File: config.mk
export PLATFORM = sky130hd
export DESIGN_NAME = aftab_dawu_store_sequencer
export DESIGN_NICKNAME = d
export VERILOG_FILES = /design/src/rtl/aftab_dawu_store_sequencer.sv
export SDC_FILE = /design/constraint.sdc
export NUM_CORES = 1
export LEC_CHECK = 0
export ABC_AREA = 0
export CAP_MARGIN = 20
export CORE_MARGIN = 2
export CORE_UTILIZATION = 35
export DETAILED_ROUTE_END_ITERATION = 8
export SLEW_MARGIN = 20
export SYNTH_ARGS = -nofsm -noshare
export SYNTH_HDL_FRONTEND = slang
export SYNTH_SLANG_ARGS = --single-unit
File: constraint.sdc
create_clock -name clk -period 3 [get_ports clk]
set_input_delay 0.45 -clock clk [delete_from_list [all_inputs] [get_ports clk]]
set_output_delay 0.45 -clock clk [all_outputs]
set_load 0.02 [all_outputs]
File: src/rtl/aftab_dawu_store_sequencer.sv
// AFTAB store-side data adjustment: traps or splits one store into aligned,
// lane-shifted bus writes with byte enables and a write handshake.
module aftab_dawu_store_sequencer #(
    parameter int size = 32,
    localparam int LANES = size / 8,
    localparam int OFFW = $clog2(LANES)
) (
    input  logic             clk,
    input  logic             rst,
    input  logic             startDAWU,
    input  logic [1:0]       nBytes,
    input  logic [size-1:0]  addrIn,
    input  logic [size-1:0]  dataIn,
    input  logic             checkMisalignedDAWU,
    input  logic             memReady,
    output logic [size-1:0]  addrOut,
    output logic [size-1:0]  dataOut,
    output logic [LANES-1:0] bytesEn,
    output logic             writeMem,
    output logic             storeMisalignedFlag,
    output logic             completeDAWU,
    output logic             busyDAWU
);

    localparam int NW = OFFW + 2;
    localparam int WW = size - OFFW;

    typedef enum logic [2:0] {
        IDLE,
        WR1,
        WR2,
        DONE,
        ERR
    } state_t;

    state_t           state_q, state_d;
    logic [WW-1:0]    word_q, word_d;
    logic [size-1:0]  data_q, data_d;
    logic [OFFW-1:0]  off_q, off_d;
    logic [LANES-1:0] mask_q, mask_d;
    logic             cross_q, cross_d;

    logic [OFFW-1:0]  req_off;
    logic [NW-1:0]    req_n;
    logic [LANES-1:0] req_mask;
    logic             req_illegal;
    logic             req_misaligned;
    logic             req_cross;

    logic [OFFW:0]    rem;
    logic [WW-1:0]    word_next;

    // Decode the incoming request; only consulted when a start is accepted in IDLE.
    always_comb begin
        req_off     = addrIn[OFFW-1:0];
        req_illegal = 1'b0;
        case (nBytes)
            2'b00: begin
                req_n    = NW'(1);
                req_mask = LANES'(1);
            end
            2'b01: begin
                req_n    = NW'(2);
                req_mask = LANES'(3);
            end
            2'b11: begin
                req_n    = NW'(4);
                req_mask = LANES'(15);
            end
            default: begin
                req_n       = NW'(8);
                req_mask    = LANES'(255);
                req_illegal = (LANES < 8);
            end
        endcase
        req_misaligned = (({2'b00, req_off} & (req_n - NW'(1))) != '0);
        req_cross      = (({2'b00, req_off} + req_n) > NW'(LANES));
    end

    always_comb begin
        state_d = state_q;
        word_d  = word_q;
        data_d  = data_q;
        off_d   = off_q;
        mask_d  = mask_q;
        cross_d = cross_q;
        case (state_q)
            IDLE: begin
                if (startDAWU) begin
                    word_d  = addrIn[size-1:OFFW];
                    data_d  = dataIn;
                    off_d   = req_off;
                    mask_d  = req_mask;
                    cross_d = req_cross;
                    if (req_illegal || (req_misaligned && checkMisalignedDAWU)) begin
                        state_d = ERR;
                    end else begin
                        state_d = WR1;
                    end
                end
            end
            WR1: begin
                if (memReady) begin
                    state_d = cross_q ? WR2 : DONE;
                end
            end
            WR2: begin
                if (memReady) begin
                    state_d = DONE;
                end
            end
            DONE:    state_d = IDLE;
            ERR:     state_d = IDLE;
            default: state_d = IDLE;
        endcase
    end

    // Second beat carries the bytes that spilled past the top lane of the first word.
    always_comb begin
        rem                 = (OFFW + 1)'(LANES) - {1'b0, off_q};
        word_next           = word_q + WW'(1);
        addrOut             = '0;
        dataOut             = '0;
        bytesEn             = '0;
        writeMem            = 1'b0;
        storeMisalignedFlag = 1'b0;
        completeDAWU        = 1'b0;
        busyDAWU            = (state_q != IDLE);
        case (state_q)
            WR1: begin
                writeMem = 1'b1;
                addrOut  = {word_q, {OFFW{1'b0}}};
                dataOut  = data_q << {off_q, 3'b000};
                bytesEn  = mask_q << off_q;
            end
            WR2: begin
                writeMem = 1'b1;
                addrOut  = {word_next, {OFFW{1'b0}}};
                dataOut  = data_q >> {rem, 3'b000};
                bytesEn  = mask_q >> rem;
            end
            DONE: begin
                completeDAWU = 1'b1;
            end
            ERR: begin
                completeDAWU        = 1'b1;
                storeMisalignedFlag = 1'b1;
            end
            default: begin
            end
        endcase
    end

    always_ff @(posedge clk) begin
        if (rst) begin
            state_q <= IDLE;
            word_q  <= '0;
            data_q  <= '0;
            off_q   <= '0;
            mask_q  <= '0;
            cross_q <= 1'b0;
        end else begin
            state_q <= state_d;
            word_q  <= word_d;
            data_q  <= data_d;
            off_q   <= off_d;
            mask_q  <= mask_d;
            cross_q <= cross_d;
        end
    end

endmodule
* Word-level counts from Yosys, hierarchy flattened
Index checks and enable logic that the tools add are counted.
** Word-level totals
- Word-level logic and storage cells :: 51
- Bits of input ports :: 71
- Bits in registers :: 72
- Output and inout bits :: 72
** Operators by class
- Reduce and logical (&&, ||, !) cells :: 11
- Add/sub/neg operators :: 4
- Mux-type cells :: 15
- Order comparisons :: 1
- Bitwise operators :: 1
- Eq/ne operators :: 9
- Shifts and indexed selects :: 4
** Operators with widths (number)
- 32-bit case mux with 2 select lines :: 2
- 32-bit by 5-bit left shift with 32-bit output :: 1
- 32-bit by 6-bit >> shifter with 32-bit output :: 1
- 30-bit by 1-bit adder with 30-bit output, second input constant :: 1
- 4-bit case mux with 2 select lines :: 2
- 3-bit 2-to-1 mux :: 4
- 4-bit case mux with 3 select lines :: 1
- 3-bit case mux with 3 select lines :: 1
- 3-bit by 2-bit equality test with 1-bit output, second input constant :: 2
- 2-bit inequality test, second input constant :: 3
- 1-bit 2-to-1 mux :: 5
- 2-bit by 4-bit adder with 4-bit output :: 1
- 2-bit by 4-bit AND with 4-bit output :: 1
- 4-bit by 3-bit > comparator with 1-bit output, second input constant :: 1
- 4-bit nonzero test :: 1
- 2-bit OR reduction :: 2
- 4-bit by 2-bit left shift with 4-bit output :: 1
- 4-bit by 3-bit >> shifter with 4-bit output :: 1
- 4-bit by 1-bit subtractor with 4-bit output, second input constant :: 1
- 3-bit by 1-bit equality test with 1-bit output, second input constant :: 1
- 3-bit equality test, second input constant :: 1
- 3-bit zero test :: 1
- 3-bit AND reduction :: 1
- 3-bit nonzero test :: 1
- other kinds (8) :: 8

* Longest topological paths before layout
Gate-level depths: netlist (run 1).
- Depth after elaboration :: 10
- Gate-level depth with buffers :: 8

* Worst setup path after synthesis (run 1)
No wires, ideal clock.
- Path type :: register to output
- Start :: register off_q[0]
- End :: output port bytesEn[2]
- Required time :: 2550 ps
- Slack :: 359 ps
- Path buffers :: 2
- Data arrival time :: 2191 ps
- Cell stages (with the launch flop) :: 8
- Cell sequence :: dfxtp_1 -> clkinv_1 -> clkbuf_1 -> ha_1 -> or4b_4 -> or2_1 -> buf_6 -> o22ai_1
** On the way
- Word-level cells in the longest chain between the ends :: 3
** RTL lines
- start, declared :: RTL line 39 : logic [OFFW-1:0] off_q, off_d;
- start signal, assigned :: RTL line 159 : off_q <= '0;
- start signal, assigned :: RTL line 166 : off_q <= off_d;
- 3-bit by 2-bit subtractor with 3-bit output :: RTL line 120 : rem = (OFFW + 1)'(LANES) - {1'b0, off_q};
- 4-bit by 3-bit >> shifter with 4-bit output :: RTL line 140 : bytesEn = mask_q >> rem;
- 4-bit case mux with 2 select lines (*) :: RTL line 129 : case (state_q)
- end, declared :: RTL line 18 : output logic [LANES-1:0] bytesEn,
Mark *: on every way between the ends. The rest lies on a longest branch, timed or not.

* Final worst setup path (run 1)
- Start :: register off_q[0]
- End :: output port dataOut[2]
** On the way
- Word-level cells in the longest chain between the ends :: 3
** RTL lines
- 3-bit by 2-bit subtractor with 3-bit output :: RTL line 120
- 32-bit by 6-bit >> shifter with 32-bit output :: RTL line 139 : dataOut = data_q >> {rem, 3'b000};
- 32-bit case mux with 2 select lines (*) :: RTL line 129
- end, declared :: RTL line 17 : output logic [size-1:0] dataOut,
Marks and branches as above.

==> tab_implementation.tex, run 1 <==
\begin{tabular}{lr}
\hline
Metric & Value \\
\hline
\multicolumn{2}{l}{\textbf{Floorplan}} \\
Vertical die dimension & around 120 µm \\
Core box area & approximately 14000 µm² \\
Die Outline Area & roughly 15000 µm² \\
IO Count & about 140 \\
Die width & around 120 µm \\
Starting Density & between 30 and 40\% \\
Std cell rows & 43 \\
\multicolumn{2}{l}{\textbf{Place}} \\
Weighted congestion at the end of routability-driven global placement & around 0.94 \\
Number of placed instances, taps included & 995 \\
DP HPWL & between 10 and 15 mm \\
PortBufs & 140 \\
\multicolumn{2}{l}{\textbf{Run status}} \\
Status & finished clean \\
\multicolumn{2}{l}{\textbf{Min path}} \\
Terminating pin of the worst hold path & word\_q[29] \\
Cell count of the worst hold path & 2 \\
Hold\_sp & word\_q[29] \\
HP Class & flip-flop to flip-flop \\
\multicolumn{2}{l}{\textbf{Clocking}} \\
Clock transition at the registers of the reported paths & approximately 0.06 ns \\
Number of buffers on the longest clock path & 2 \\
Number of buffers inserted during clock tree synthesis & 9 \\
CTS tree & yes \\
Max H-tree Level & 3 \\
Root cell of the clock tree & sky130\_fd\_sc\_hd\_\_clkbuf\_16 \\
Clock tree sinks & between 70 and 80 \\
Clock insertion delay at the later pin of the skew report & about 0.34 ns \\
Hold buffer count at CTS & 0 \\
\multicolumn{2}{l}{\textbf{Timing}} \\
Tmin final & roughly 2.9 ns \\
RSZ-0062 raised after global routing & true \\
Highest clock frequency the design can meet & 342.5 MHz \\
Worst-margin pin slew & about 0.77 ns \\
Headroom to the max-slew limit & roughly half \\
Final Hold Vio Count & 0 \\
Max Transition Viols Final & 0 \\
Setup violations, final & 0 \\
Setup Skew & between 0.004 and 0.005 ns \\
Post-route fraction of the period consumed by the critical path & between 90\% and 100\% \\
Setup\_tns & 0 ns \\
\multicolumn{2}{l}{\textbf{Setup path}} \\
Worst EP arrival & 2.47 ns \\
Worst setup SP type & flip-flop \\
Type of the worst setup path & flip-flop to primary output \\
Worst r2r dst & mask\_q[1] \\
Maximum fanout along the worst path & 16 \\
Critical R2R Launch & state\_q[1] \\
FF-to-FF path depth & 6 \\
Worst Setup End Kind & primary output \\
Required time worst endpoint & approximately 2.6 ns \\
Setup slack of the worst register-to-register path & approximately 0.95 ns \\
\multicolumn{2}{l}{\textbf{Synthesis}} \\
XOR/XNOR Fraction of Synth Area & between 1 and 1.5\% \\
Most frequent cell after synthesis & sky130\_fd\_sc\_hd\_\_nand2\_1 \\
Top cells by area, synth & sky130\_fd\_sc\_hd\_\_dfxtp\_1, sky130\_fd\_sc\_hd\_\_nand2\_1, sky130\_fd\_sc\_hd\_\_a21oi\_1 \\
Warnings from Yosys & 0 \\
Async SR Flop Fraction & 0\% \\
Post-synthesis mux area share & under 10\% \\
Synthesis-stage register bit count & 71 \\
Top cells by count, synth & sky130\_fd\_sc\_hd\_\_nand2\_1, sky130\_fd\_sc\_hd\_\_a21oi\_1, sky130\_fd\_sc\_hd\_\_dfxtp\_1 \\
Part of the Yosys area used for sequential elements & between 20\% and 30\% \\
Number of distinct standard cells referenced by the synthesized netlist & 64 \\
Main flop type after synthesis & sky130\_fd\_sc\_hd\_\_dfxtp\_1 \\
Cell taking the most area after synthesis & sky130\_fd\_sc\_hd\_\_dfxtp\_1 \\
Post-Synth Adder-Cell Area & under 10\% \\
Post-synthesis share of cell area spent on and, or, nand and nor gates & a little over a quarter \\
Avg Synthesized Cell Area & $\sim$7 µm² \\
Fraction of post-synthesis cell area in the top cell type by area & $\sim$29\% \\
EDFF count, synth & 0 \\
Largest family of logic cells by synthesized area & simple AND/OR/NAND/NOR gates \\
Cell count after synthesis & between 700 and 800 \\
Compound-cell area share of the yosys netlist & 25.67\% \\
Netlist Area Pre-Place & 4961 µm² \\
\multicolumn{2}{l}{\textbf{Final layout}} \\
Proportion of layout cells with a drive suffix above 1 & between 10 and 15\% \\
Number of filler cells placed in the layout & around 1.4k \\
Area added between synthesis and finish & 39.95\% \\
Multi-input combinational cell area & around 3200 µm² \\
Final net count & between 900 and 1k \\
Final Non-Filler Cells & 1022 \\
Seq. cell area & $\sim$1400 µm² \\
\multicolumn{2}{l}{\textbf{Pwr}} \\
Total power density per cell area & around 450 nW/µm² \\
P\_leak & 2.842 nW \\
IR drop worst, VDD & 246.2 µV \\
Final Total Pwr & between 0.003 and 0.004 W \\
\multicolumn{2}{l}{\textbf{Job}} \\
Max-capacitance violation count & 0 \\
\multicolumn{2}{l}{\textbf{Route}} \\
Routed length per placed instance & roughly 17 µm \\
Routed via count divided by cell count & about 5.6 \\
Total wire length after detailed routing & around 17 mm \\
Iteration count of the initial detailed-routing pass & 5 \\
Post-detailed-route DRC marker count & 0 \\
Total vias in the final route & about 5.7k \\
Number of routed nets with antenna violations & 0 \\
DR iter-0 viols & roughly 410 \\
\multicolumn{2}{l}{\textbf{GRT}} \\
Gr usage total & between 20 and 25\% \\
Antenna violations before repair & 1 \\
Largest net degree at the start of global routing & between 70 and 80 \\
Residual overflow from global routing & 0 \\
Vias in the first global route & between 5k and 6k \\
First-pass GRT wire length & between 20 and 30 mm \\
\hline
\end{tabular}
==> stage by stage <==
stage / setup WS (ns) / util, % / instance area [µm²] / hold WS [ns]
3_3_place_gp: 0.1818 / 46.83 / 6500 / 0.4754
6_report: 0.08038 / 50.02 / 6943 / 0.4759
2_1_floorplan: 0.3590 / - / 4965 / 0.4492
3_5_place_dp: 0.1685 / 46.83 / 6500 / 0.4760
4_1_cts: 0.001286 / 49.08 / 6813 / 0.4843
5_1_grt: -0.02811 / 50.00 / 6940 / 0.5033
==> metal layers <==
layer  wire, µm  GRT usage (%)  vias up
met5          0              0        -
met4        301          8.381        0
met3       1382          5.351       26
met2       8123          36.60      250
met1       7372          28.95     2659
li1           -              -     2773
==> cells in the final DEF, fill, tap and decap left out, types with 7 or more instances in the layout <==
| cell type | Yosys | layout |
|---|---|---|
| sky130_fd_sc_hd__nand4_1 | 13 | 13 |
| sky130_fd_sc_hd__a32o_1 | 8 | 8 |
| sky130_fd_sc_hd__a31oi_1 | 12 | 12 |
| sky130_fd_sc_hd__nor3_1 | 8 | 8 |
| sky130_fd_sc_hd__clkbuf_16 | 0 | 9 |
| sky130_fd_sc_hd__clkdlybuf4s50_1 | 0 | 105 |
| sky130_fd_sc_hd__mux2i_1 | 44 | 44 |
| sky130_fd_sc_hd__nand2_1 | 198 | 197 |
| sky130_fd_sc_hd__buf_4 | 6 | 29 |
| sky130_fd_sc_hd__o22ai_1 | 18 | 18 |
| sky130_fd_sc_hd__dfxtp_2 | 0 | 9 |
| sky130_fd_sc_hd__and3_1 | 8 | 7 |
| sky130_fd_sc_hd__nand3_1 | 16 | 15 |
| sky130_fd_sc_hd__dfxtp_1 | 71 | 62 |
| sky130_fd_sc_hd__nor2_1 | 32 | 31 |
| sky130_fd_sc_hd__a21oi_1 | 117 | 117 |
| sky130_fd_sc_hd__inv_1 | 7 | 7 |
| sky130_fd_sc_hd__dlygate4sd2_1 | 0 | 19 |
| sky130_fd_sc_hd__o21ai_0 | 25 | 25 |
| sky130_fd_sc_hd__dlymetal6s2s_1 | 0 | 15 |
==> timing repair <==
| item | in CTS | in global routing |
|---|---|---|
| gates resized for setup | 23 | 30 |
| setup endpoints to repair | 23 | 31 |
| pin swaps | 2 | 2 |
| buffers inserted | 4 | 6 |
==> state kept, by name, summed over array words and instances, names as in the netlist <==
| register | flops |
|---|---|
| mask_q | 3 |
| off_q | 2 |
| cross_q | 1 |
| state_q | 3 |
| data_q | 32 |
| word_q | 30 |
==> report_power, final <==
group | switching (W) | internal (W)
Sequential | 0.000118 | 0.00103
Clock | 0.000411 | 0.000661
Combinational | 0.000495 | 0.000382
Total | 0.00102 | 0.00207
==> cells by family after synthesis <==
group / after synthesis
AOI/OAI and AO/OA: 214
xor gates and xnor gates: 6
adders and majority gates: 6
buffers and inverters: 72
DFF: 71
muxes: 44
other: 1
and+or+nand+nor: 299
==> layout make-up <==
type                    instances  area share (%)
well taps                     180           3.244
inverters                       8          0.4325
repair buffers                175           24.80
flip-flops and latches         71           20.63
diodes                          1         0.03604
multi-input cells             571           46.55
clock buffers                  10           3.442
clock inverters                 6          0.8650
==> how the worst max path moves through the flow <==
stage          startpoint         end  slack [ns]  cells after the start
5_1_grt          off_q[0]  bytesEn[1]       -0.03                      7
2_1_floorplan    off_q[0]  bytesEn[2]        0.36                      7
3_3_place_gp     off_q[0]  bytesEn[2]        0.18                      6
6_report         off_q[0]  dataOut[2]        0.08                      7
4_1_cts          off_q[0]  bytesEn[3]       0.001                      7
3_5_place_dp     off_q[0]  bytesEn[2]        0.17                      6
==> worst max-delay path, stage by stage (launching register included) <==
cell                              delay, ns
sky130_fd_sc_hd__dfxtp_2               0.33
sky130_fd_sc_hd__clkinv_1              0.09
sky130_fd_sc_hd__ha_1                  0.35
sky130_fd_sc_hd__buf_6                 0.21
sky130_fd_sc_hd__mux2i_1               0.25
sky130_fd_sc_hd__nand2_1               0.07
sky130_fd_sc_hd__a32o_1                0.28
sky130_fd_sc_hd__clkdlybuf4s50_1       0.54
Power figures use the tool's default switching activity.
==> inputs of run 2 (changes only) <==
--- a/config.mk
+++ b/config.mk
@@ -8,8 +8,11 @@
 export ABC_AREA = 0
 export CAP_MARGIN = 20
 export CORE_MARGIN = 2
-export CORE_UTILIZATION = 35
+export CORE_UTILIZATION = 49
+export CTS_CLUSTER_SIZE = 14
 export DETAILED_ROUTE_END_ITERATION = 8
+export PLACE_DENSITY = 0.82
+export RECOVER_POWER = 50
 export SLEW_MARGIN = 20
 export SYNTH_ARGS = -nofsm -noshare
 export SYNTH_HDL_FRONTEND = slang
==> run 2 against run 1 <==
Final area fell by 2.9%. Via count up 0.49%. Global-route usage rose by 7.6 points. Largest cell class unchanged. Highest routed layer unchanged. Critical endpoint is now addrOut[29]. Flip-flop and latch count is the same. Die area down 28%. Utilization rose by 19 points. Critical path depth down 2. Non-clock buffer count shrank 4. Routed wire length decreased by 1.9%. Worst hold slack better by 0.013 ns. Critical path type unchanged.
==> tab_implementation.tex, run 2 (same netlist as run 1, synthesis figures left out) <==
\begin{tabular}{lr}
\hline
Metric & Value \\
\hline
\multicolumn{2}{l}{\textbf{Min path}} \\
HP Class & flip-flop to flip-flop \\
\multicolumn{2}{l}{\textbf{Final layout}} \\
Final net count & 909 (-0.44\%) \\
Ant. Diodes & 0 (-1) \\
Register name with the most flops & data\_q \\
Number of flip-flops in the largest register & 32 (unchanged) \\
Area added between synthesis and finish & 35.94\% \\
Most common library cell in the layout ignoring fill and taps & sky130\_fd\_sc\_hd\_\_nand2\_1 \\
Util after Layout & 68.68\% (+19 points) \\
Commonest cells after routing, fill and taps aside & sky130\_fd\_sc\_hd\_\_nand2\_1, sky130\_fd\_sc\_hd\_\_a21oi\_1, sky130\_fd\_sc\_hd\_\_clkdlybuf4s50\_1 \\
Proportion of layout cells with a drive suffix above 1 & 10.04\% (-0.071 points) \\
Final cell area excluding filler cells & 6744 µm² (-2.9\%) \\
Registers with the highest flip-flop counts & data\_q (32), word\_q (30) \\
\multicolumn{2}{l}{\textbf{Floorplan}} \\
IO Count & 143 (unchanged) \\
Starting Density & 50.52\% (+15 points) \\
Std cell rows & 36 (-16\%) \\
Vertical die dimension & 104.6 µm (-15\%) \\
Die Outline Area & 10950 µm² (-28\%) \\
Core box area & 9819 µm² (-29\%) \\
Die width & 104.6 µm (-15\%) \\
\multicolumn{2}{l}{\textbf{Pwr}} \\
Cell Int Power & 0.001904 W (-8.0\%) \\
IR drop worst, VDD & 237.4 µV (-3.6\%) \\
Power spent charging and discharging nets & 0.0009884 W (-3.5\%) \\
Part of the power in the clock network & 30.8\% (-3.8 points) \\
Total power density per cell area & 428.9 nW/µm² (-3.8\%) \\
Share of power burned in combinational logic & 29.5\% (+1.2 points) \\
P\_leak & 2.880 nW (+1.3\%) \\
Switching fraction of total power & 34.17\% (+1.1 points) \\
Share of total power in sequential cells & 39.7\% (+2.7 points) \\
Final Total Pwr & 0.002892 W (-6.5\%) \\
\multicolumn{2}{l}{\textbf{Clocking}} \\
Max H-tree Level & 3 (unchanged) \\
Number of buffers on the longest clock path & 2 (unchanged) \\
CTS tree & yes \\
Hold buffer count at CTS & 0 (unchanged) \\
Clock tree sinks & 71 (unchanged) \\
Number of buffers inserted during clock tree synthesis & 9 (unchanged) \\
Clock transition at the registers of the reported paths & 0.07 ns (about the same) \\
Root cell of the clock tree & sky130\_fd\_sc\_hd\_\_clkbuf\_8 \\
Clock insertion delay at the later pin of the skew report & 0.35 ns (about the same) \\
\multicolumn{2}{l}{\textbf{GRT}} \\
Vias in the first global route & 5463 (+1.4\%) \\
Gr usage total & 30.07\% (+7.6 points) \\
Antenna violations before repair & 0 (-1) \\
First-pass GRT wire length & 26.97 mm (+1.1\%) \\
Largest net degree at the start of global routing & 57 (-21\%) \\
Residual overflow from global routing & 0 (unchanged) \\
\multicolumn{2}{l}{\textbf{Route}} \\
DR iter-0 viols & 364 (-12\%) \\
Routed via count divided by cell count & 5.913 (+5.9\%) \\
Routed length per placed instance & 17.38 µm (+3.4\%) \\
Post-detailed-route DRC marker count & 0 (unchanged) \\
Total vias in the final route & 5736 (+0.49\%) \\
Iteration count of the initial detailed-routing pass & 5 (unchanged) \\
Total wire length after detailed routing & 16.86 mm (-1.9\%) \\
Number of routed nets with antenna violations & 0 (unchanged) \\
\multicolumn{2}{l}{\textbf{Timing}} \\
Tmin final & 2.959 ns (+0.03925 ns) \\
Worst hold slack & 0.4885 ns (+0.01261 ns) \\
Setup Skew & 0.004609 ns (+0.0003430 ns) \\
Worst-margin pin slew & 1.148 ns (+0.3797 ns) \\
Headroom to the max-slew limit & 23.47\% (-25 points) \\
Setup violations, final & 0 (unchanged) \\
Post-route fraction of the period consumed by the critical path & 98.63\% (+1.3 points) \\
Max Transition Viols Final & 0 (unchanged) \\
Final Hold Vio Count & 0 (unchanged) \\
Highest clock frequency the design can meet & 338.0 MHz (-1.3\%) \\
\multicolumn{2}{l}{\textbf{Setup path}} \\
Type of the worst setup path & flip-flop to primary output \\
Maximum fanout along the worst path & 6 (-10) \\
Worst EP arrival & 2.51 ns (+0.04 ns) \\
Worst Setup End Kind & primary output \\
Required time worst endpoint & 2.55 ns (about the same) \\
Setup slack of the worst register-to-register path & 0.31 ns (-0.64 ns) \\
Worst setup SP type & flip-flop \\
\multicolumn{2}{l}{\textbf{Place}} \\
Post-placement cell area & 6439 µm² (-0.94\%) \\
PortBufs & 140 (unchanged) \\
Weighted congestion at the end of routability-driven global placement & 0.8977 (-4.4\%) \\
DP HPWL & 11.94 mm (-0.86\%) \\
\multicolumn{2}{l}{\textbf{Run status}} \\
Status & finished clean \\
\multicolumn{2}{l}{\textbf{Job}} \\
Max-capacitance violation count & 0 (unchanged) \\
\hline
\end{tabular}
==> run 2: changes by cell type in the layout (fill, tap and decap cells not counted), sizes merged <==
cell	change
clkinv	-2
bufinv	+1
diode	-1
dlygate4sd3	+1
dlymetal6s2s	+5
dlygate4sd2	+7
clkdlybuf4s50	-13
buf	-8
clkbuf	+5
==> run 2: worst paths after layout <==
| check | start | endpoint | cells after the start |
|---|---|---|---|
| max | word_q[19] | addrOut[29] | 5 |
| min | word_q[28] | word_q[28] | 2 |
| max reg2reg | state_q[2] | word_q[25] | 6 |
| min reg2reg | word_q[28] | word_q[28] | 2 |
==> run 2: cell type report <==
cell class	count	area, µm²
Multi-Input combinational cell	571	3237
Fill cell	866	3075
Timing Repair Buffer	171	1642
Sequential cell	71	1438
Tap cell	133	166.4
Clock buffer	11	151.4
Clock inverter	5	80.08
Inverter	8	30.03
==> run 2: stage by stage <==
step / worst slack [ns] / instances / TNS, ns
2_1_floorplan: 0.3590 / 714 / 0
3_3_place_gp: 0.2348 / 951 / 0
3_5_place_dp: 0.2125 / 951 / 0
4_1_cts: 0.0006584 / 967 / 0
5_1_grt: -0.03493 / 970 / -0.06667
6_report: 0.04112 / 970 / 0
==> run 2: worst max-delay path: stages, from the launching register on <==
cell	delay, ns
sky130_fd_sc_hd__dfxtp_1	0.41
sky130_fd_sc_hd__nand4_1	0.32
sky130_fd_sc_hd__nor4_2	0.44
sky130_fd_sc_hd__and3_1	0.21
sky130_fd_sc_hd__o22a_1	0.16
sky130_fd_sc_hd__clkdlybuf4s50_1	0.61
==> run 2: per-layer routing <==
metal	GRT usage, %	wire (µm)	up-vias
li1	-	-	2754
met1	38.03	7079	2684
met2	51.54	8202	266
met3	5.677	1233	32
met4	9.810	339	0
met5	0	0	-
==> run 2: repair_timing <==
| action | CTS | global route |
|---|---|---|
| endpoints found under the setup margin | 47 | 34 |
| buffers inserted | 0 | 3 |
| resized for setup | 33 | 37 |
| pin swaps | 1 | 4 |
==> run 2: power groups by stage <==
stage / sequential [W] / combinational [W] / clock, W
floorplan: 0.00111 / 0.000565 / 0
global route: 0.00116 / 0.000928 / 0.000939
finish: 0.00115 / 0.000852 / 0.000892
detailed placement: 0.00116 / 0.000862 / 0
CTS: 0.00114 / 0.000859 / 0.000895
global placement: 0.00115 / 0.000842 / 0
==> inputs of run 3 (changes only) <==
--- a/config.mk
+++ b/config.mk
@@ -6,7 +6,6 @@
 export NUM_CORES = 1
 export LEC_CHECK = 0
 export ABC_AREA = 0
-export CAP_MARGIN = 20
 export CORE_MARGIN = 2
 export CORE_UTILIZATION = 49
 export CTS_CLUSTER_SIZE = 14
==> results of run 3 <==
The final DEF is identical to that of run 2; final timing and power are the same.
==> RTL edit 1 (config.mk and constraints of run 1) <==
The parameter `size` goes from 32 to 64.
--- a/src/rtl/aftab_dawu_store_sequencer.sv
+++ b/src/rtl/aftab_dawu_store_sequencer.sv
@@ -2,5 +2,5 @@
 // lane-shifted bus writes with byte enables and a write handshake.
 module aftab_dawu_store_sequencer #(
-    parameter int size = 32,
+    parameter int size = 64,
     localparam int LANES = size / 8,
     localparam int OFFW = $clog2(LANES)
Ports: changed (5 resized); port bits go from 143 to 275. No check against the original RTL was run, so the function may have changed too.
==> RTL edit 1 against run 1 <==
  * The flow now finishes with violations (negative setup slack)
  * Cell area rose by 140%
  * Worst hold slack got worse by 0.039 ns
  * Synthesized area rose by 120%
  * Total power rose by 120%
  * Clock skew rose by 0.014 ns
  * Wire length rose to 2.8 times the old value
  * Setup slack got worse by 0.096 ns
  * Register-to-register slack got worse by 0.16 ns
  * Sequential cell count rose by 65
  * Largest cell class unchanged
==> RTL edit 1: results (changes against run 1) <==
** Cells and area
- Clock-cell share :: 3.39% (was 4.31%)
- Total of clock buffers placed in the layout :: 18 (was 10)
- Multi-input gate share of total cell area :: 47.4% (was 46.5%)
- Final non-clock buffer share :: 28.9% (was 24.8%)
- The number of sequential cells in the layout is 136 (was 71).
- The total of plain and repair buffers excluding clock buffers was 514 (was 175).

** Run status
- Result of the run: finished, violations left (was finished, final reports clean).
- The checks that failed: negative setup slack.

** Yosys
- Seq/Total Area, Yosys :: 25.4% (was 28.7%)
- Biggest area contributors in the synthesized netlist :: sky130_fd_sc_hd__dfxtp_1, sky130_fd_sc_hd__nand2_1, sky130_fd_sc_hd__a21oi_1, sky130_fd_sc_hd__o21ai_0, sky130_fd_sc_hd__mux2i_1 (was sky130_fd_sc_hd__dfxtp_1, sky130_fd_sc_hd__nand2_1, sky130_fd_sc_hd__a21oi_1, sky130_fd_sc_hd__mux2i_1, sky130_fd_sc_hd__o21ai_0)

** Timing
- Worst setup skew after layout :: 0.0180 ns (was 0.00427 ns)
- Post-route setup slack :: -0.0154 ns (was 0.0804 ns)
- The final count of negative-setup-slack endpoints is 2 (was 0).

** Placement
- The count of input and output buffers is 271 (was 140).
- The half-perimeter wire length of the detailed placement result is 34500 um (was 12000 um).

** Clock network
- Number of buffers created by CTS :: 17 (was 9)
- The deepest level of the CTS H-tree came to 4 (was 3).

** Route
- The initial detailed-routing violation count was 1358 (was 413).
- The average wire per standard cell came to 20.5 um (was 16.8 um).
- The detail-routed via count per cell came to 5.80 (was 5.59).

** Min path
- The hold path startpoint is rst (was word_q[29]).

** Worst setup path
- The register-to-register setup slack came to 0.79 ns (was 0.95 ns).
- Worst Setup EP :: addrOut[57] (was dataOut[2])
- The worst flop-to-flop path startpoint is state_q[2] (was state_q[1]).
- The capturing point of the worst reg2reg path was data_q[16] (was mask_q[1]).
- The stage delay of the slowest cell on the critical path came to 0.51 ns (was 0.54 ns).
- The worst setup path startpoint was word_q[1] (was off_q[0]).
- The critical path's slowest cell is sky130_fd_sc_hd__or4_4 (was sky130_fd_sc_hd__clkdlybuf4s50_1).

** Power
- The standby leakage power came to 6.60 nW (was 2.84 nW).
- The largest voltage drop on the vdd net came to 0.410 mV (was 0.246 mV).

** Global routing
- The maximum number of pins on one net before global-route repair is 103 (was 72).
- The via count of the first global-routing pass came to 12900 (was 5385).
[RTL edit 1: stage by stage]
step	hold slack (ns)	setup WS, ns	cell area [um^2]	instances	util, %
after global placement	0.474	-0.119	15100	2278	49.6
after floorplan	0.445	-0.0262	10800	1562	-
after global routing	0.435	-0.145	16500	2361	54.2
final	0.437	-0.0154	16500	2363	54.2
after detailed placement	0.476	-0.0472	15100	2278	49.6
after CTS	0.432	-0.0575	16100	2333	52.8
[RTL edit 1: power by group]
part           internal [mW]  switching (mW)
Clock                   1.17           0.902
Combinational           1.19            1.45
Sequential              1.96           0.204
Total                   4.31            2.56
[RTL edit 1: cell families (layout without fill, tap and decap cells)]
group / Yosys count / after routing / share of synthesized area, %
and+or+nand+nor: 605 / 605 / 25.2
AOI/OAI and AO/OA: 530 / 530 / 28.4
buffers and inverters: 166 / 569 / 6.36
DFF: 136 / 136 / 25.4
muxes: 106 / 106 / 13.0
xor gates and xnor gates: 9 / 9 / 0.734
adders and majority gates: 7 / 7 / 0.886
other: 1 / 5 / 0.0349
[RTL edit 1: layer usage]
metal	part of all wire, %	vias to the layer above	track usage [%]
met4	4.4	4	13.0
met5	0.049	-	0
li1	-	6391	-
met2	50	677	51.9
met1	38	6495	33.7
met3	7.4	138	5.15
[RTL edit 1: worst min-delay path by stage]
stage / endpoint / slack, ns
5_1_grt: data_q[29] / 0.43
3_3_place_gp: word_q[34] / 0.47
3_5_place_dp: word_q[34] / 0.48
4_1_cts: data_q[35] / 0.43
6_report: data_q[29] / 0.44
2_1_floorplan: word_q[60] / 0.44
[RTL edit 1: repair_timing]
action                                  in CTS  in global routing
setup buffers                               20                 27
pin swaps                                   15                 37
endpoints found under the setup margin     131                104
resized for setup                          362                256
gates cloned                                 4                  4
==> RTL edit 2 (config.mk and constraints of run 1) <==
Made on the original files. Re-encode `state_t` (5 states) as Gray code, 3 bits wide.
--- a/src/rtl/aftab_dawu_store_sequencer.sv
+++ b/src/rtl/aftab_dawu_store_sequencer.sv
@@ -27,9 +27,9 @@
 
     typedef enum logic [2:0] {
-        IDLE,
-        WR1,
-        WR2,
-        DONE,
-        ERR
+        IDLE = 3'b000,
+        WR1  = 3'b001,
+        WR2  = 3'b011,
+        DONE = 3'b010,
+        ERR  = 3'b110
     } state_t;
 
Check against the original RTL: same outputs for any inputs over 10 cycles, from zero or initial values and one cycle with rst high; not proved beyond that.
==> RTL edit 2 against run 1 <==
  * Synthesized cell count down 6.0%
  * First-iteration DRC count down 1.7%
  * Setup slack better by 0.0032 ns
  * Cell area down 1.4%
  * Sequential cell count unchanged
  * Highest routed layer unchanged
  * Total power down 4.1%
  * Non-clock buffer count up 20
  * Worst hold slack better by 0.0017 ns
  * Maximum frequency up 0.11%
  * Wire length down 5.7%
  * Count of clock-buffer cells in the layout up 3
  * Clock skew up 0.00061 ns
  * Clock power up 4%
  * Synthesized area down 6.7%
==> RTL edit 2: results (changes against run 1) <==
** Run status
- Result of the run :: finished, final reports clean (unchanged)

** Yosys
- Biggest area contributors in the synthesized netlist: sky130_fd_sc_hd__dfxtp_1, sky130_fd_sc_hd__nand2_1, sky130_fd_sc_hd__a21oi_1, sky130_fd_sc_hd__mux2i_1, sky130_fd_sc_hd__clkbuf_1 (was sky130_fd_sc_hd__dfxtp_1, sky130_fd_sc_hd__nand2_1, sky130_fd_sc_hd__a21oi_1, sky130_fd_sc_hd__mux2i_1, sky130_fd_sc_hd__o21ai_0).
- The share of the yosys chip area belonging to registers was 30.7% (was 28.7%).
- The adder-cell share of the synthesized area is 1.78% (was 1.66%).
- Most instantiated cells after synthesis: sky130_fd_sc_hd__nand2_1, sky130_fd_sc_hd__a21oi_1, sky130_fd_sc_hd__dfxtp_1 (unchanged).
- Mux share of post-synthesis cell area :: 8.65% (was 8.88%)
- The xor and xnor area share after synthesis was 2.65% (was 1.06%).
- The unique cell type count in the Yosys netlist is 49 (was 64).
- Fraction of the mapped netlist area in compound gates :: 22.6% (was 25.7%)

** Clock network
- The number of buffers added for setup after CTS was 6 (was 4).
- Clock-pin slew was measured on the worst setup and hold paths at 0.05 ns.
- CTS H-Tree Depth :: 3 (unchanged)
- Resize count post-CTS :: 74 (was 23)
- Clk Latency, worst-skew pair :: 0.33 ns

** Power
- The standby leakage power was 2.65 nW (was 2.84 nW).
- Peak supply drop :: 0.271 mV (was 0.246 mV)

** Route
- Final Routed Wirelength :: 16200 um (was 17200 um)
- The initial detailed-routing violation count was 406 (was 413).
- Routed vias/inst :: 5.37 (was 5.59)

** Placement
- Weighted congestion at the end of routability-driven global placement :: 0.847 (was 0.939)
- Half-perimeter wire length of the detailed placement result :: 11800 um (was 12000 um)

** Global routing
- The wire length of the first global-routing pass came to 26000 um (was 26700 um).
- The initial antenna violation count was 0 (was 1).
- Overall global routing resource usage :: 22.7% (was 22.5%)
- Largest net degree at the start of global routing :: 49 (was 72)
- Number of global-route vias before repair :: 5281 (was 5385)

** Cells and area
- Layout cells sized above 1 :: 13.5% (was 10.1%)
- Diodes inserted :: 0 (was 1)
- The total number of nets in the final design is 900 (was 913).
- The number of fillers in the final layout came to 1306 (was 1365).
- Biggest registers after layout: data_q (32), word_q (30) (unchanged).

** Worst setup path
- Maximum single-stage delay on the critical path :: 0.59 ns (was 0.54 ns)
- The register-to-register setup slack was 0.95 ns (about the same).
- The largest driver fanout on the critical path came to 7 (was 16).
- Worst Reg-to-Reg Cells :: 7 (was 6)
- Slowest-stage cell, CP :: sky130_fd_sc_hd__or4_4 (was sky130_fd_sc_hd__clkdlybuf4s50_1)
- Reg-to-reg critical path endpoint :: word_q[8] (was mask_q[1])

** Min path
- Hold/Removal Path Class :: register to register (unchanged)

** Timing
- The slew at the pin with the worst max-slew slack is 0.635 ns (was 0.768 ns).
- Worst setup skew after layout :: 0.00488 ns (was 0.00427 ns)
==> RTL edit 2: cell types whose count changed after synthesis, sizes merged, moves of 5 or more <==
cell | run 1 | this run
buf | 37 | 16
clkbuf | 27 | 38
nand3 | 18 | 4
or3 | 0 | 13
xnor2 | 1 | 8
a211oi | 1 | 7
nand2 | 198 | 177
nor2b | 1 | 8
and3 | 8 | 1
nor2 | 33 | 38
==> RTL edit 2: cells by family (layout without fill, tap and decap cells) <==
| kind of cell | after synthesis | after routing |
|---|---|---|
| AO/OA/AOI/OAI | 188 | 188 |
| AND/OR/NAND/NOR | 286 | 286 |
| buffers and inverters | 64 | 221 |
| adder cells (fa/ha/maj) | 6 | 6 |
| other | 1 | 2 |
| multiplexers | 40 | 40 |
| flip-flops | 71 | 71 |
| XOR/XNOR | 14 | 14 |
==> RTL edit 2: worst max path at each step <==
stage | startpoint | slack [ns] | endpoint | depth (start not counted)
finish | word_q[0] | 0.08 | addrOut[28] | 8
global route | state_q[1] | -0.05 | addrOut[28] | 8
CTS | off_q[1] | -0.15 | dataOut[5] | 7
detailed placement | word_q[6] | 0.02 | addrOut[28] | 6
global placement | word_q[1] | 0.05 | addrOut[27] | 5
floorplan | off_q[1] | 0.02 | dataOut[4] | 8
==> RTL edit 2: layout make-up <==
type                            count  area [um^2]  area share [%]
Multi-Input combinational cell    536         3070            44.8
Inverter                           10         37.5           0.548
Clock buffer                       13          270            3.95
Timing Repair Buffer              195         1780            25.9
Tap cell                          176          220            3.22
Sequential cell                    71         1430            20.9
Clock inverter                      3         40.0           0.585
==> RTL edit 2: metal layers <==
metal	up-vias	share of wire, %	wire, um	track usage (%)
met5	-	0	0	0
met4	0	2.6	422	9.45
met3	31	6.7	1080	5.12
met2	210	48	7700	38.6
met1	2497	43	6990	27.7
li1	2651	-	-	-
==> RTL edit 2: power breakdown <==
group          switching [mW]  internal (mW)
Clock                   0.401          0.709
Combinational           0.406          0.337
Sequential             0.0951           1.02
Total                   0.902           2.07
==> RTL edit 2: stage by stage <==
stage                     setup TNS [ns]  instances  hold slack (ns)  cell area [um^2]  setup WS, ns
final                                  0       1004            0.478              6850        0.0835
after global routing              -0.109       1004            0.507              6850       -0.0549
after CTS                         -0.149       1004            0.478              6830        -0.149
after detailed placement               0        982            0.468              6450        0.0248
after global placement                 0        982            0.466              6450        0.0466
after floorplan                        0        671            0.450              4650        0.0183
==> RTL edit 2: critical path: cells and delay by family, from the launching register on <==
family | cells | cell delay, ns
AOI/OAI and AO/OA | 2 | 0.50
and+or+nand+nor | 2 | 0.67
adders and majority gates | 1 | 0.14
buffers and inverters | 3 | 0.43
DFF | 1 | 0.37
